`src/rtl/id_stage_pipe_if.sv`:
```
// IF->ID and ID->EXE signal bundle for id_stage_pipe.
// slave: the decode stage itself; master: the surrounding pipeline.
interface id_stage_pipe_if #(
  parameter int WORD_LEN     = 16,
  parameter int REG_ADDR_LEN = 4,
  parameter int EXE_CMD_LEN  = 4
);
  logic                    in_valid;
  logic                    in_ready;
  logic [15:0]             instruction;
  logic [WORD_LEN-1:0]     pc_in;
  logic [REG_ADDR_LEN-1:0] src1_addr;
  logic [REG_ADDR_LEN-1:0] src2_addr;
  logic [WORD_LEN-1:0]     reg1;
  logic [WORD_LEN-1:0]     reg2;
  logic                    hazard_detected;
  logic                    flush;
  logic                    out_valid;
  logic                    out_ready;
  logic [EXE_CMD_LEN-1:0]  exe_cmd;
  logic                    wb_en;
  logic                    mem_r_en;
  logic                    mem_w_en;
  logic                    is_imm;
  logic [REG_ADDR_LEN-1:0] dest;
  logic [REG_ADDR_LEN-1:0] src1;
  logic [REG_ADDR_LEN-1:0] src2_forw;
  logic [WORD_LEN-1:0]     val1;
  logic [WORD_LEN-1:0]     val2;
  logic [WORD_LEN-1:0]     st_val;
  logic                    br_taken;
  logic [WORD_LEN-1:0]     br_target;
  logic                    illegal;

  modport slave (
    input  in_valid, instruction, pc_in, reg1, reg2, hazard_detected, flush, out_ready,
    output in_ready, src1_addr, src2_addr, out_valid, exe_cmd, wb_en, mem_r_en, mem_w_en,
           is_imm, dest, src1, src2_forw, val1, val2, st_val, br_taken, br_target, illegal
  );

  modport master (
    output in_valid, instruction, pc_in, reg1, reg2, hazard_detected, flush, out_ready,
    input  in_ready, src1_addr, src2_addr, out_valid, exe_cmd, wb_en, mem_r_en, mem_w_en,
           is_imm, dest, src1, src2_forw, val1, val2, st_val, br_taken, br_target, illegal
  );
endinterface

```
`src/rtl/id_stage_pipe.sv`:
```
// Decode stage + ID/EXE register: decodes 16-bit instructions, resolves branches in ID, squashes
// wrong-path slots. Optional write-back bypass into the read operands: define ID_WB_BYPASS_EN.
module id_stage_pipe #(
  parameter int WORD_LEN     = 16,
  parameter int REG_ADDR_LEN = 4,
  parameter int EXE_CMD_LEN  = 4,
  parameter int SQUASH_SLOTS = 1
) (
  input  logic                    clk,
  input  logic                    rst,
`ifdef ID_WB_BYPASS_EN
  input  logic                    wb_bypass_en,
  input  logic [REG_ADDR_LEN-1:0] wb_bypass_dest,
  input  logic [WORD_LEN-1:0]     wb_bypass_val,
`endif
  id_stage_pipe_if.slave          bus
);

  localparam logic [EXE_CMD_LEN-1:0] CMD_ADD = EXE_CMD_LEN'(0);
  localparam logic [EXE_CMD_LEN-1:0] CMD_SUB = EXE_CMD_LEN'(1);
  localparam logic [EXE_CMD_LEN-1:0] CMD_AND = EXE_CMD_LEN'(2);
  localparam logic [EXE_CMD_LEN-1:0] CMD_OR  = EXE_CMD_LEN'(3);
  localparam logic [EXE_CMD_LEN-1:0] CMD_SLL = EXE_CMD_LEN'(4);

  localparam logic [3:0] OP_NOP  = 4'h0;
  localparam logic [3:0] OP_ADD  = 4'h1;
  localparam logic [3:0] OP_SUB  = 4'h2;
  localparam logic [3:0] OP_AND  = 4'h3;
  localparam logic [3:0] OP_OR   = 4'h4;
  localparam logic [3:0] OP_ADDI = 4'h5;
  localparam logic [3:0] OP_LD   = 4'h6;
  localparam logic [3:0] OP_ST   = 4'h7;
  localparam logic [3:0] OP_BEZ  = 4'h8;
  localparam logic [3:0] OP_BNE  = 4'h9;
  localparam logic [3:0] OP_JMP  = 4'hA;
  localparam logic [3:0] OP_SLL  = 4'hB;

  localparam logic [1:0] SQUASH_INIT = 2'(SQUASH_SLOTS);

  logic [15:0]             instr;
  logic [3:0]              opcode;
  logic [WORD_LEN-1:0]     imm4, off8, off12;

  logic [EXE_CMD_LEN-1:0]  d_cmd;
  logic                    d_wb, d_mem_r, d_mem_w, d_imm, d_illegal;
  logic                    d_bez, d_bne, d_jmp, d_taken;
  logic [REG_ADDR_LEN-1:0] d_dest, d_rs1, d_rs2;
  logic [WORD_LEN-1:0]     d_off;
  logic [WORD_LEN-1:0]     reg1_eff, reg2_eff;

  logic [1:0]              squash_cnt;
  logic                    in_ready_int;
  logic                    accept;

  assign instr  = bus.instruction;
  assign opcode = instr[15:12];
  assign imm4   = {{(WORD_LEN-4){instr[3]}},  instr[3:0]};
  assign off8   = {{(WORD_LEN-8){instr[7]}},  instr[7:0]};
  assign off12  = {{(WORD_LEN-12){instr[11]}}, instr[11:0]};

  always_comb begin
    d_cmd     = CMD_ADD;
    d_wb      = 1'b0;
    d_mem_r   = 1'b0;
    d_mem_w   = 1'b0;
    d_imm     = 1'b0;
    d_illegal = 1'b0;
    d_bez     = 1'b0;
    d_bne     = 1'b0;
    d_jmp     = 1'b0;
    d_dest    = '0;
    d_rs1     = '0;
    d_rs2     = '0;
    d_off     = '0;
    case (opcode)
      OP_NOP: ;
      OP_ADD, OP_SUB, OP_AND, OP_OR: begin
        d_wb   = 1'b1;
        d_dest = instr[11:8];
        d_rs1  = instr[7:4];
        d_rs2  = instr[3:0];
        d_cmd  = (opcode == OP_SUB) ? CMD_SUB :
                 (opcode == OP_AND) ? CMD_AND :
                 (opcode == OP_OR)  ? CMD_OR  : CMD_ADD;
      end
      OP_ADDI, OP_LD, OP_SLL: begin
        d_wb    = 1'b1;
        d_imm   = 1'b1;
        d_mem_r = (opcode == OP_LD);
        d_cmd   = (opcode == OP_SLL) ? CMD_SLL : CMD_ADD;
        d_dest  = instr[11:8];
        d_rs1   = instr[7:4];
      end
      // Store reads its data register on port 2 so it can ride along as st_val.
      OP_ST: begin
        d_imm   = 1'b1;
        d_mem_w = 1'b1;
        d_rs1   = instr[7:4];
        d_rs2   = instr[11:8];
      end
      OP_BEZ: begin
        d_bez = 1'b1;
        d_rs1 = instr[11:8];
        d_off = off8;
      end
      OP_BNE: begin
        d_bne = 1'b1;
        d_rs1 = instr[11:8];
        d_rs2 = instr[7:4];
        d_off = imm4;
      end
      OP_JMP: begin
        d_jmp = 1'b1;
        d_off = off12;
      end
      default: d_illegal = 1'b1;
    endcase
  end

`ifdef ID_WB_BYPASS_EN
  assign reg1_eff = (wb_bypass_en && (d_rs1 != '0) && (wb_bypass_dest == d_rs1)) ? wb_bypass_val : bus.reg1;
  assign reg2_eff = (wb_bypass_en && (d_rs2 != '0) && (wb_bypass_dest == d_rs2)) ? wb_bypass_val : bus.reg2;
`else
  assign reg1_eff = bus.reg1;
  assign reg2_eff = bus.reg2;
`endif

  assign d_taken = d_jmp | (d_bez & (reg1_eff == '0)) | (d_bne & (reg1_eff != reg2_eff));

  assign bus.src1_addr = d_rs1;
  assign bus.src2_addr = d_rs2;

  // Handshake: a beat moves on a side when its valid and ready are both high at the rising edge;
  // valid never depends on ready, and a stalled ID/EXE register keeps every output stable.
  // flush wins over a same-cycle input transfer: the beat is consumed and discarded.
  assign in_ready_int = rst & ~bus.hazard_detected & (~bus.out_valid | bus.out_ready);
  assign bus.in_ready = in_ready_int;
  assign accept       = bus.in_valid & in_ready_int;

  always_ff @(posedge clk or negedge rst) begin
    if (!rst) begin
      bus.out_valid <= 1'b0;
      bus.exe_cmd   <= '0;
      bus.wb_en     <= 1'b0;
      bus.mem_r_en  <= 1'b0;
      bus.mem_w_en  <= 1'b0;
      bus.is_imm    <= 1'b0;
      bus.dest      <= '0;
      bus.src1      <= '0;
      bus.src2_forw <= '0;
      bus.val1      <= '0;
      bus.val2      <= '0;
      bus.st_val    <= '0;
      bus.br_taken  <= 1'b0;
      bus.br_target <= '0;
      bus.illegal   <= 1'b0;
      squash_cnt    <= '0;
    end else if (bus.flush) begin
      bus.out_valid <= 1'b0;
      bus.wb_en     <= 1'b0;
      bus.mem_r_en  <= 1'b0;
      bus.mem_w_en  <= 1'b0;
      bus.br_taken  <= 1'b0;
      squash_cnt    <= '0;
    end else begin
      bus.br_taken <= 1'b0;
      if (accept && (squash_cnt != 2'd0)) begin
        // Wrong-path slot: consumed from IF but never handed to EXE.
        squash_cnt    <= squash_cnt - 2'd1;
        bus.out_valid <= 1'b0;
        bus.wb_en     <= 1'b0;
        bus.mem_r_en  <= 1'b0;
        bus.mem_w_en  <= 1'b0;
      end else if (accept) begin
        bus.out_valid <= 1'b1;
        bus.exe_cmd   <= d_cmd;
        bus.wb_en     <= d_wb;
        bus.mem_r_en  <= d_mem_r;
        bus.mem_w_en  <= d_mem_w;
        bus.is_imm    <= d_imm;
        bus.dest      <= d_dest;
        bus.src1      <= d_rs1;
        bus.src2_forw <= d_imm ? '0 : d_rs2;
        bus.val1      <= reg1_eff;
        bus.val2      <= d_imm ? imm4 : reg2_eff;
        bus.st_val    <= reg2_eff;
        bus.illegal   <= d_illegal;
        if (d_taken) begin
          bus.br_taken  <= 1'b1;
          bus.br_target <= bus.pc_in + d_off;
          squash_cnt    <= SQUASH_INIT;
        end
      end else if (!bus.out_valid || bus.out_ready) begin
        bus.out_valid <= 1'b0;
        bus.wb_en     <= 1'b0;
        bus.mem_r_en  <= 1'b0;
        bus.mem_w_en  <= 1'b0;
      end
    end
  end

endmodule

```
`src/flat_wrapper.sv`:
```
// flat-port wrapper written by rule: the top's interface ports become plain ports
module id_stage_pipe_flat 
#(
  parameter int WORD_LEN     = 16,
  parameter int REG_ADDR_LEN = 4,
  parameter int EXE_CMD_LEN  = 4,
  parameter int SQUASH_SLOTS = 1
)
  (clk, rst, bus_in_valid, bus_instruction, bus_pc_in, bus_reg1, bus_reg2, bus_hazard_detected, bus_flush, bus_out_ready, bus_in_ready, bus_src1_addr, bus_src2_addr, bus_out_valid, bus_exe_cmd, bus_wb_en, bus_mem_r_en, bus_mem_w_en, bus_is_imm, bus_dest, bus_src1, bus_src2_forw, bus_val1, bus_val2, bus_st_val, bus_br_taken, bus_br_target, bus_illegal);
  id_stage_pipe_if #(.WORD_LEN(WORD_LEN), .REG_ADDR_LEN(REG_ADDR_LEN), .EXE_CMD_LEN(EXE_CMD_LEN)) bus_i ();
  input  logic clk;
  input  logic rst;
  input wire logic [$bits(bus_i.in_valid)-1:0] bus_in_valid;
  input wire logic [$bits(bus_i.instruction)-1:0] bus_instruction;
  input wire logic [$bits(bus_i.pc_in)-1:0] bus_pc_in;
  input wire logic [$bits(bus_i.reg1)-1:0] bus_reg1;
  input wire logic [$bits(bus_i.reg2)-1:0] bus_reg2;
  input wire logic [$bits(bus_i.hazard_detected)-1:0] bus_hazard_detected;
  input wire logic [$bits(bus_i.flush)-1:0] bus_flush;
  input wire logic [$bits(bus_i.out_ready)-1:0] bus_out_ready;
  output wire logic [$bits(bus_i.in_ready)-1:0] bus_in_ready;
  output wire logic [$bits(bus_i.src1_addr)-1:0] bus_src1_addr;
  output wire logic [$bits(bus_i.src2_addr)-1:0] bus_src2_addr;
  output wire logic [$bits(bus_i.out_valid)-1:0] bus_out_valid;
  output wire logic [$bits(bus_i.exe_cmd)-1:0] bus_exe_cmd;
  output wire logic [$bits(bus_i.wb_en)-1:0] bus_wb_en;
  output wire logic [$bits(bus_i.mem_r_en)-1:0] bus_mem_r_en;
  output wire logic [$bits(bus_i.mem_w_en)-1:0] bus_mem_w_en;
  output wire logic [$bits(bus_i.is_imm)-1:0] bus_is_imm;
  output wire logic [$bits(bus_i.dest)-1:0] bus_dest;
  output wire logic [$bits(bus_i.src1)-1:0] bus_src1;
  output wire logic [$bits(bus_i.src2_forw)-1:0] bus_src2_forw;
  output wire logic [$bits(bus_i.val1)-1:0] bus_val1;
  output wire logic [$bits(bus_i.val2)-1:0] bus_val2;
  output wire logic [$bits(bus_i.st_val)-1:0] bus_st_val;
  output wire logic [$bits(bus_i.br_taken)-1:0] bus_br_taken;
  output wire logic [$bits(bus_i.br_target)-1:0] bus_br_target;
  output wire logic [$bits(bus_i.illegal)-1:0] bus_illegal;
  assign bus_i.in_valid = bus_in_valid;
  assign bus_i.instruction = bus_instruction;
  assign bus_i.pc_in = bus_pc_in;
  assign bus_i.reg1 = bus_reg1;
  assign bus_i.reg2 = bus_reg2;
  assign bus_i.hazard_detected = bus_hazard_detected;
  assign bus_i.flush = bus_flush;
  assign bus_i.out_ready = bus_out_ready;
  assign bus_in_ready = bus_i.in_ready;
  assign bus_src1_addr = bus_i.src1_addr;
  assign bus_src2_addr = bus_i.src2_addr;
  assign bus_out_valid = bus_i.out_valid;
  assign bus_exe_cmd = bus_i.exe_cmd;
  assign bus_wb_en = bus_i.wb_en;
  assign bus_mem_r_en = bus_i.mem_r_en;
  assign bus_mem_w_en = bus_i.mem_w_en;
  assign bus_is_imm = bus_i.is_imm;
  assign bus_dest = bus_i.dest;
  assign bus_src1 = bus_i.src1;
  assign bus_src2_forw = bus_i.src2_forw;
  assign bus_val1 = bus_i.val1;
  assign bus_val2 = bus_i.val2;
  assign bus_st_val = bus_i.st_val;
  assign bus_br_taken = bus_i.br_taken;
  assign bus_br_target = bus_i.br_target;
  assign bus_illegal = bus_i.illegal;
  id_stage_pipe #(.WORD_LEN(WORD_LEN), .REG_ADDR_LEN(REG_ADDR_LEN), .EXE_CMD_LEN(EXE_CMD_LEN), .SQUASH_SLOTS(SQUASH_SLOTS)) u_core (.clk(clk), .rst(rst), .bus(bus_i));
endmodule
```
`config.mk`:
```
export PLATFORM = sky130hd
export DESIGN_NAME = id_stage_pipe_flat
export DESIGN_NICKNAME = d
export VERILOG_FILES = /design/src/rtl/id_stage_pipe_if.sv /design/src/rtl/id_stage_pipe.sv /design/src/flat_wrapper.sv
export SDC_FILE = /design/constraint.sdc
export NUM_CORES = 1
export LEC_CHECK = 0
export CORE_MARGIN = 2
export CORE_UTILIZATION = 50
export CTS_CLUSTER_DIAMETER = 200
export DETAILED_ROUTE_END_ITERATION = 8
export GPL_ROUTABILITY_DRIVEN = 1
export GPL_TIMING_DRIVEN = 0
export PLACE_DENSITY_LB_ADDON = 0.15
export SYNTH_ARGS = -nofsm -noshare
export SYNTH_HDL_FRONTEND = slang
export SYNTH_SLANG_ARGS = --single-unit
```
`constraint.sdc`:
```
create_clock -name clk -period 5 [get_ports clk]
set_input_delay 1 -clock clk [delete_from_list [all_inputs] [get_ports clk]]
set_output_delay 1 -clock clk [all_outputs]
set_load 0.01 [all_outputs]
```
==> out/results.tsv, run 1 <==
stage	metric	value	unit
outcome	outcome	complete, no violations	
routing	antenna viol nets, final	0	
placement	HPWL after DPL	10700	µm
synth	cell count after synthesis	461	
clocking	Inserted Clock Buffers	9	
floorplanning	Die Y	102	µm
synth	Post-synth EDFFs	0	
worst_setup_path	crit path from	bus_instruction[14]	
worst_setup_path	crit path to	u_core.bus.br_target[13]$_DFFE_PN0P_	
power_and_ir_drop	Peak VDD IR	0.272	mV
routing	Total Wirelength	13800	µm
synth	YS warnings	0	
floorplanning	I/O pin total	166	
worst_setup_path	worst-path maximum fanout	10	
floorplanning	Die ar.	10500	µm²
synth	Seq cells post-synth	88	
worst_setup_path	R2R cell count	10	
clocking	setup bufs post-CTS	0	
timing	Slew Viols, Final	0	
power_and_ir_drop	Pleak	0.00301	µW
layout	Seq. cell area	2200	µm²
timing	setup TNS	0	ns
floorplanning	starting density of the core	0.520	
layout	share of layout cells above drive strength 1	0.135	
worst_setup_path	CP arrival	4.43	ns
routing	DR vias	4303	
routing	drt wl/cell	17.9	µm
timing	min cycle time layout	4.18	ns
clocking	CTS Buffer Depth	2	
timing	Hold WS	0.483	ns
layout	area occupied by multi-input gates	2440	µm²
worst_setup_path	Reg2Reg Launch Point	u_core.squash_cnt[0]$_DFFE_PN0P_	
timing	Final Cycle Share	0.837	
power_and_ir_drop	PwrDens	324	nW/µm²
worst_setup_path	Critical Path Start Type	input pin	
synth	count leader, synth	dfrtp_1	
grt	most used routing layer	met2	
layout	FILL cells	693	
grt	via count of the first global-routing pass	4306	
synth	ys async rst share	1.00	
clocking	clk_lat worst skew	0.37	ns
layout	n_diodes	0	
timing	Final Setup Violations	0	
clocking	hold buffer count at cts	0	
floorplanning	Placement Rows	35	
layout	Syn-to-layout area delta	41.6	%
clocking	# resized after CTS	0	
synth	Synth Flop Type	dfrtp_1	
timing	setup ws final	0.817	ns
clocking	clock root buffer	clkbuf_8	
floorplanning	core area	9280	µm²
layout	Nets	717	
floorplanning	Die Wd	102	µm
synth	cell taking the most area after synthesis	dfrtp_1	
synth	Mapped Area	4820	µm²
synth	top cells by area, synth	dfrtp_1 46%, mux2_2 8.6%, xor2_1 4.7%	
timing	RSZ-0062 raised after global routing	no	
routing	Avg Vias per Cell	5.60	
grt	met3 Use GR	0.0568	
timing	Hold Vio Cnt, Final	0	
synth	most common library cells after synthesis	88 x dfrtp_1, 50 x nand2_1, 37 x mux2_2	
worst_hold_path	Hold Crit Class	flop to flop	
synth	Yosys top cell area share	0.456	
routing	Detailed Route Iter0 Violations	261	
grt	first-pass GRT wire length	21700	µm
clocking	CTS tree	yes	
synth	Yosys cell types	65	
routing	DRC viols	0	
timing	clock skew	0.0173	ns
grt	global route overflow	0	
worst_setup_path	critical setup path kind	input pin to flop	
timing	relative slew slack	0.659	
grt	largest net degree at the start of global routing	59	
synth	Syn Area/Cell	10.5	µm²
placement	I/O Buffers	161	
grt	met2 GRT Util	0.433	
clocking	CTS clk-pin slew, worst paths	0.09	ns
timing	maximum operating frequency	239	MHz
grt	total track usage	0.271	
worst_setup_path	Worst Path Required	5.25	ns
placement	Final GP Congestion	0.906	
clocking	H-tree depth	3	
clocking	CTS sink cnt	88	
routing	Pre-antenna DRT Iters	5	
grt	met1 usage	0.373	
placement	dpl ws	0.514	ns
worst_setup_path	Setup crit end kind	flop	
grt	antenna violations before repair	0	
synth	Post-Syn Nets	544	
worst_setup_path	Reg2Reg Setup Slack	2.59	ns
worst_setup_path	R2R Path End	u_core.bus.br_target[5]$_DFFE_PN0P_	
timing	Tightest Pin Transition	0.510	ns
flow_run	Max Cap Viol	0	
synth	post-synthesis sequential area ratio	0.456	
==> cell families (layout without fill, tap and decap cells) <==
| logic type | count (synthesis) | after routing | share of synthesized area |
|---|---|---|---|
| xor gates and xnor gates | 33 | 33 | 0.0615 |
| DFF | 88 | 88 | 0.456 |
| adders and majority gates | 13 | 13 | 0.0353 |
| muxes | 45 | 45 | 0.104 |
| buffers and inverters | 36 | 214 | 0.0373 |
| AOI/OAI and AO/OA | 125 | 125 | 0.178 |
| other | 1 | 1 | 0.000777 |
| and+or+nand+nor | 120 | 120 | 0.126 |
==> state kept, by name, summed over array words and instances, names as in the netlist <==
register,cells
u_core.bus.val1,16
u_core.bus.out_valid,1
u_core.bus.st_val,16
u_core.bus.mem_w_en,1
u_core.bus.is_imm,1
u_core.bus.illegal,1
u_core.bus.dest,4
u_core.bus.val2,16
u_core.bus.br_target,16
u_core.bus.src1,4
u_core.bus.mem_r_en,1
u_core.squash_cnt,2
u_core.bus.src2_forw,4
u_core.bus.br_taken,1
u_core.bus.exe_cmd,3
u_core.bus.wb_en,1
==> cell type report <==
type	instances	share of cell area
clock inverter	7	0.0123
timing repair buffer	162	0.240
multi-input combinational	337	0.358
clock buffer	9	0.0181
tap	129	0.0236
buffer	25	0.0203
sequential	88	0.322
inverter	11	0.00605
==> critical path: stages <==
cell,delay (ns)
clkdlybuf4s50_1,0.47
buf_2,0.21
nand2b_4,0.20
nor3b_4,0.36
and2_1,0.25
a21o_1,0.10
ha_1,0.28
and3_1,0.26
a221o_1,0.43
a21oi_1,0.20
o21ai_0,0.21
mux2i_1,0.17
mux2_4,0.27
==> stage by stage <==
step | cells | util | power (µW) | instance area (µm²)
3_3_place_gp | 751 | 0.711 | 1670 | 6600
4_1_cts | 768 | 0.736 | 2220 | 6830
2_1_floorplan | 461 | - | 1240 | 4820
5_1_grt | 768 | 0.736 | 2320 | 6830
3_5_place_dp | 752 | 0.713 | 1690 | 6620
6_report | 768 | 0.736 | 2210 | 6830
==> worst min path at each step <==
stage,start,endpoint,slack [ns],cells past startpoint
2_1_floorplan,u_core.squash_cnt[1]$_DFFE_PN0P_,u_core.squash_cnt[1]$_DFFE_PN0P_,0.48,2
3_3_place_gp,u_core.bus.wb_en$_DFFE_PN0P_,u_core.bus.wb_en$_DFFE_PN0P_,0.46,1
3_5_place_dp,u_core.bus.wb_en$_DFFE_PN0P_,u_core.bus.wb_en$_DFFE_PN0P_,0.47,1
4_1_cts,u_core.bus.wb_en$_DFFE_PN0P_,u_core.bus.wb_en$_DFFE_PN0P_,0.49,1
5_1_grt,u_core.bus.wb_en$_DFFE_PN0P_,u_core.bus.wb_en$_DFFE_PN0P_,0.50,1
6_report,u_core.bus.wb_en$_DFFE_PN0P_,u_core.bus.wb_en$_DFFE_PN0P_,0.48,1
==> metal layers <==
metal | part of all wire | wire, µm | up-vias
li1 | - | - | 1997
met1 | 0.44 | 6070 | 2104
met2 | 0.47 | 6400 | 179
met3 | 0.073 | 1000 | 23
met4 | 0.021 | 283 | 0
met5 | 0 | 0 | -
==> power by group <==
group          switching (µW)  internal [µW]
clock                     290            242
sequential               78.2            853
combinational             313            436
total                     681           1530
==> placed cells by master, fill, tap and decap left out, types with 5 or more instances in the layout <==
| master | count |
|---|---|
| xor2_1 | 26 |
| nor2b_1 | 5 |
| o21ai_0 | 33 |
| inv_1 | 11 |
| mux2_2 | 37 |
| nor4_1 | 9 |
| a21oi_1 | 24 |
| nor3_1 | 5 |
| a21o_1 | 14 |
| mux2i_1 | 7 |
| nor2_1 | 22 |
| clkdlybuf4s50_1 | 160 |
| a22o_1 | 14 |
| and2_1 | 8 |
| ha_1 | 12 |
| buf_2 | 8 |
| xnor2_1 | 6 |
| dfrtp_1 | 88 |
| nand2_1 | 50 |
| clkbuf_8 | 9 |
| clkbuf_1 | 10 |
Power figures use the tool's default switching activity.
==> run 2: changes to the inputs <==
- CORE_UTILIZATION: 50 -> 42
- clock period: 5 -> 3.5 ns (I/O delays scaled with it)
==> run 2 against run 1 <==
  * Worst setup slack worse by 0.70 ns
  * Total power is 61% higher
  * Utilization fell by 11 points
  * Largest power group unchanged
  * Combinational power increased by 44%
  * Sequential power increased by 42%
  * Flip-flop and latch count unchanged
  * First-iteration DRC count shrank 38%
  * Critical endpoint is now u_core.bus.br_target[15]$_DFFE_PN0P_
  * Die area up 18%
  * Via count is 2.4% lower
  * Non-clock buffer count increased by 2
==> out/results.tsv, run 2 (synthesized netlist as in run 1, its figures left out) <==
stage	metric	value	unit	change
outcome	outcome	complete, no violations		unchanged
routing	Detailed Route Iter0 Violations	163		was 261
routing	antenna viol nets, final	0		unchanged
floorplanning	Die Wd	111	µm	was 102 µm
timing	min cycle time layout	3.38	ns	
layout	n_diodes	0		unchanged
floorplanning	I/O pin total	166		unchanged
worst_setup_path	delay-heaviest family, CP	compound AO/OA/AOI/OAI gates		was simple AND/OR/NAND/NOR gates
power_and_ir_drop	Pleak	0.00311	µW	was 0.00301 µW
worst_setup_path	CP arrival	3.63	ns	was 4.43 ns
flow_run	Max Cap Viol	0		unchanged
worst_setup_path	cell chain of the critical path	clkdlybuf4s50_1 > buf_6 > or3b_4 > nor2_2 > a31o_2 > ha_2 > and3_4 > a221o_1 > and2_1 > o32ai_1 > a21oi_1 > a21o_1		was clkdlybuf4s50_1 > buf_2 > nand2b_4 > nor3b_4 > and2_1 > a21o_1 > ha_1 > and3_1 > a221o_1 > a21oi_1 > o21ai_0 > mux2i_1 > mux2_4
grt	largest net degree at the start of global routing	49		was 59
timing	setup TNS	0	ns	unchanged
routing	DR vias	4200		was 4303
routing	DRC viols	0		unchanged
timing	Hold Vio Cnt, Final	0		unchanged
grt	antenna violations before repair	0		unchanged
placement	Final GP Congestion	0.847		was 0.906
timing	relative slew slack	0.624		was 0.659
grt	via count of the first global-routing pass	4250		was 4306
routing	Pre-antenna DRT Iters	4		was 5
clocking	H-tree depth	3		unchanged
layout	most common cell after layout, fill and taps aside	clkdlybuf4s50_1		unchanged
clocking	CTS clk-pin slew, worst paths	0.07	ns	was 0.09 ns
worst_setup_path	worst-path maximum fanout	10		unchanged
layout	commonest non-fill, non-tap cells in the layout	158 x clkdlybuf4s50_1, 88 x dfrtp_1, 50 x nand2_1		was 160 x clkdlybuf4s50_1, 88 x dfrtp_1, 50 x nand2_1
worst_setup_path	delay of the slowest cell on the worst path	0.49	ns	was 0.47 ns
placement	I/O Buffers	161		unchanged
worst_setup_path	Setup crit end kind	flop		unchanged
clocking	CTS Buffer Depth	2		unchanged
worst_hold_path	Hold Crit Class	input pin to asynchronous set/reset pin		was flop to flop
grt	total track usage	0.232		was 0.271
clocking	CTS sink cnt	88		unchanged
floorplanning	Die ar.	12400	µm²	was 10500 µm²
worst_setup_path	crit path from	bus_instruction[15]		was bus_instruction[14]
worst_setup_path	critical setup path kind	input pin to flop		unchanged
routing	Avg Vias per Cell	5.36		was 5.60
worst_setup_path	Worst Path Required	3.75	ns	was 5.25 ns
timing	RSZ-0062 raised after global routing	no		unchanged
clocking	clk_lat worst skew	0.36	ns	was 0.37 ns
routing	drt wl/cell	17.9	µm	about the same
timing	clock skew	0.00749	ns	was 0.0173 ns
timing	Tightest Pin Transition	0.564	ns	was 0.510 ns
layout	share of layout cells above drive strength 1	0.153		was 0.135
timing	Final Setup Violations	0		unchanged
timing	Slew Viols, Final	0		unchanged
clocking	Inserted Clock Buffers	9		unchanged
routing	Total Wirelength	14100	µm	was 13800 µm
floorplanning	Placement Rows	39		was 35
worst_setup_path	slowest CP cell	clkdlybuf4s50_1		unchanged
clocking	CTS tree	yes		unchanged
placement	placed instance count	766		was 752
clocking	hold buffer count at cts	0		unchanged
grt	first-pass GRT wire length	22600	µm	was 21700 µm
floorplanning	core area	11300	µm²	was 9280 µm²
timing	maximum operating frequency	296	MHz	
worst_setup_path	CP bufs+invs	2		unchanged
placement	HPWL after DPL	10800	µm	was 10700 µm
layout	utilization after layout	0.623		was 0.736
grt	global route overflow	0		unchanged
worst_setup_path	Critical Path Start Type	input pin		unchanged
worst_setup_path	Reg2Reg Launch Point	u_core.squash_cnt[0]$_DFFE_PN0P_		unchanged
layout	Nets	719		was 717
timing	Final Cycle Share	0.966		
floorplanning	starting density of the core	0.426		was 0.520
power_and_ir_drop	PwrDens	505	nW/µm²	was 324 nW/µm²
clocking	clock root buffer	clkbuf_16		was clkbuf_8
floorplanning	Die Y	111	µm	was 102 µm
layout	Syn-to-layout area delta	46.1	%	was 41.6%
power_and_ir_drop	Peak VDD IR	0.362	mV	was 0.272 mV
layout	Cell Count, Final, Fillers Out	784		was 768
run 2: changes by cell type in the layout (fill, tap and decap cells not counted), sizes merged:
cell	before	now
buf	16	18
clkdlybuf4s50	160	158
bufinv	1	3
inv	16	14
dlymetal6s2s	0	2
run 2: per-layer routing:
layer	global-route usage	part of all wire
met2	0.372	0.48
met3	0.0558	0.050
met1	0.309	0.45
met5	0	0
met4	0.0823	0.023
run 2: cell type report:
| type | count | area [µm²] |
|---|---|---|
| plain buffers | 25 | 145 |
| well taps | 143 | 179 |
| inverters | 11 | 41.3 |
| repair buffers | 164 | 1660 |
| flip-flops and latches | 88 | 2200 |
| clock inverters | 7 | 126 |
| clock buffers | 9 | 225 |
| fillers | 1000 | 4270 |
| multi-input cells | 337 | 2470 |
run 2: worst paths after layout:
check | to | slack, ns | cells after the start
worst max-delay path | u_core.bus.br_target[15]$_DFFE_PN0P_ | 0.12 | 12
worst min-delay path | u_core.bus.st_val[9]$_DFFE_PN0P_ | 0.33 | 1
worst max register to register | u_core.bus.br_target[7]$_DFFE_PN0P_ | 1.23 | 10
worst min register to register | u_core.bus.val2[6]$_DFFE_PN0P_ | 0.48 | 2
max in group asynchronous | u_core.bus.br_target[0]$_DFFE_PN0P_ | 2.53 | 2
min in group clk | u_core.bus.val2[6]$_DFFE_PN0P_ | 0.48 | 2
run 2: per-stage QoR:
stage | area, µm² | worst slack [ns] | power, µW | hold slack [ns]
after global placement | 6620 | -2.61 | 2390 | 0.462
after CTS | 7010 | 0.00686 | 3590 | 0.348
after global routing | 7050 | 0.00888 | 3720 | 0.377
final | 7050 | 0.119 | 3560 | 0.328
after floorplan | 4820 | 0.203 | 1770 | 0.404
after detailed placement | 6640 | -0.641 | 2420 | 0.472
run 2: timing repair:
| item | CTS | global route |
|---|---|---|
| pin swaps | 1 | 4 |
| setup endpoints to repair | 3 | 12 |
| cloned | 0 | 0 |
| setup buffers | 1 | 1 |
| gates resized for setup | 6 | 11 |
run 2: power by group:
part	total, µW	switching (µW)	internal, µW
clock	1160	449	708
sequential	1320	105	1220
combinational	1080	450	627
total	3560	1000	2550
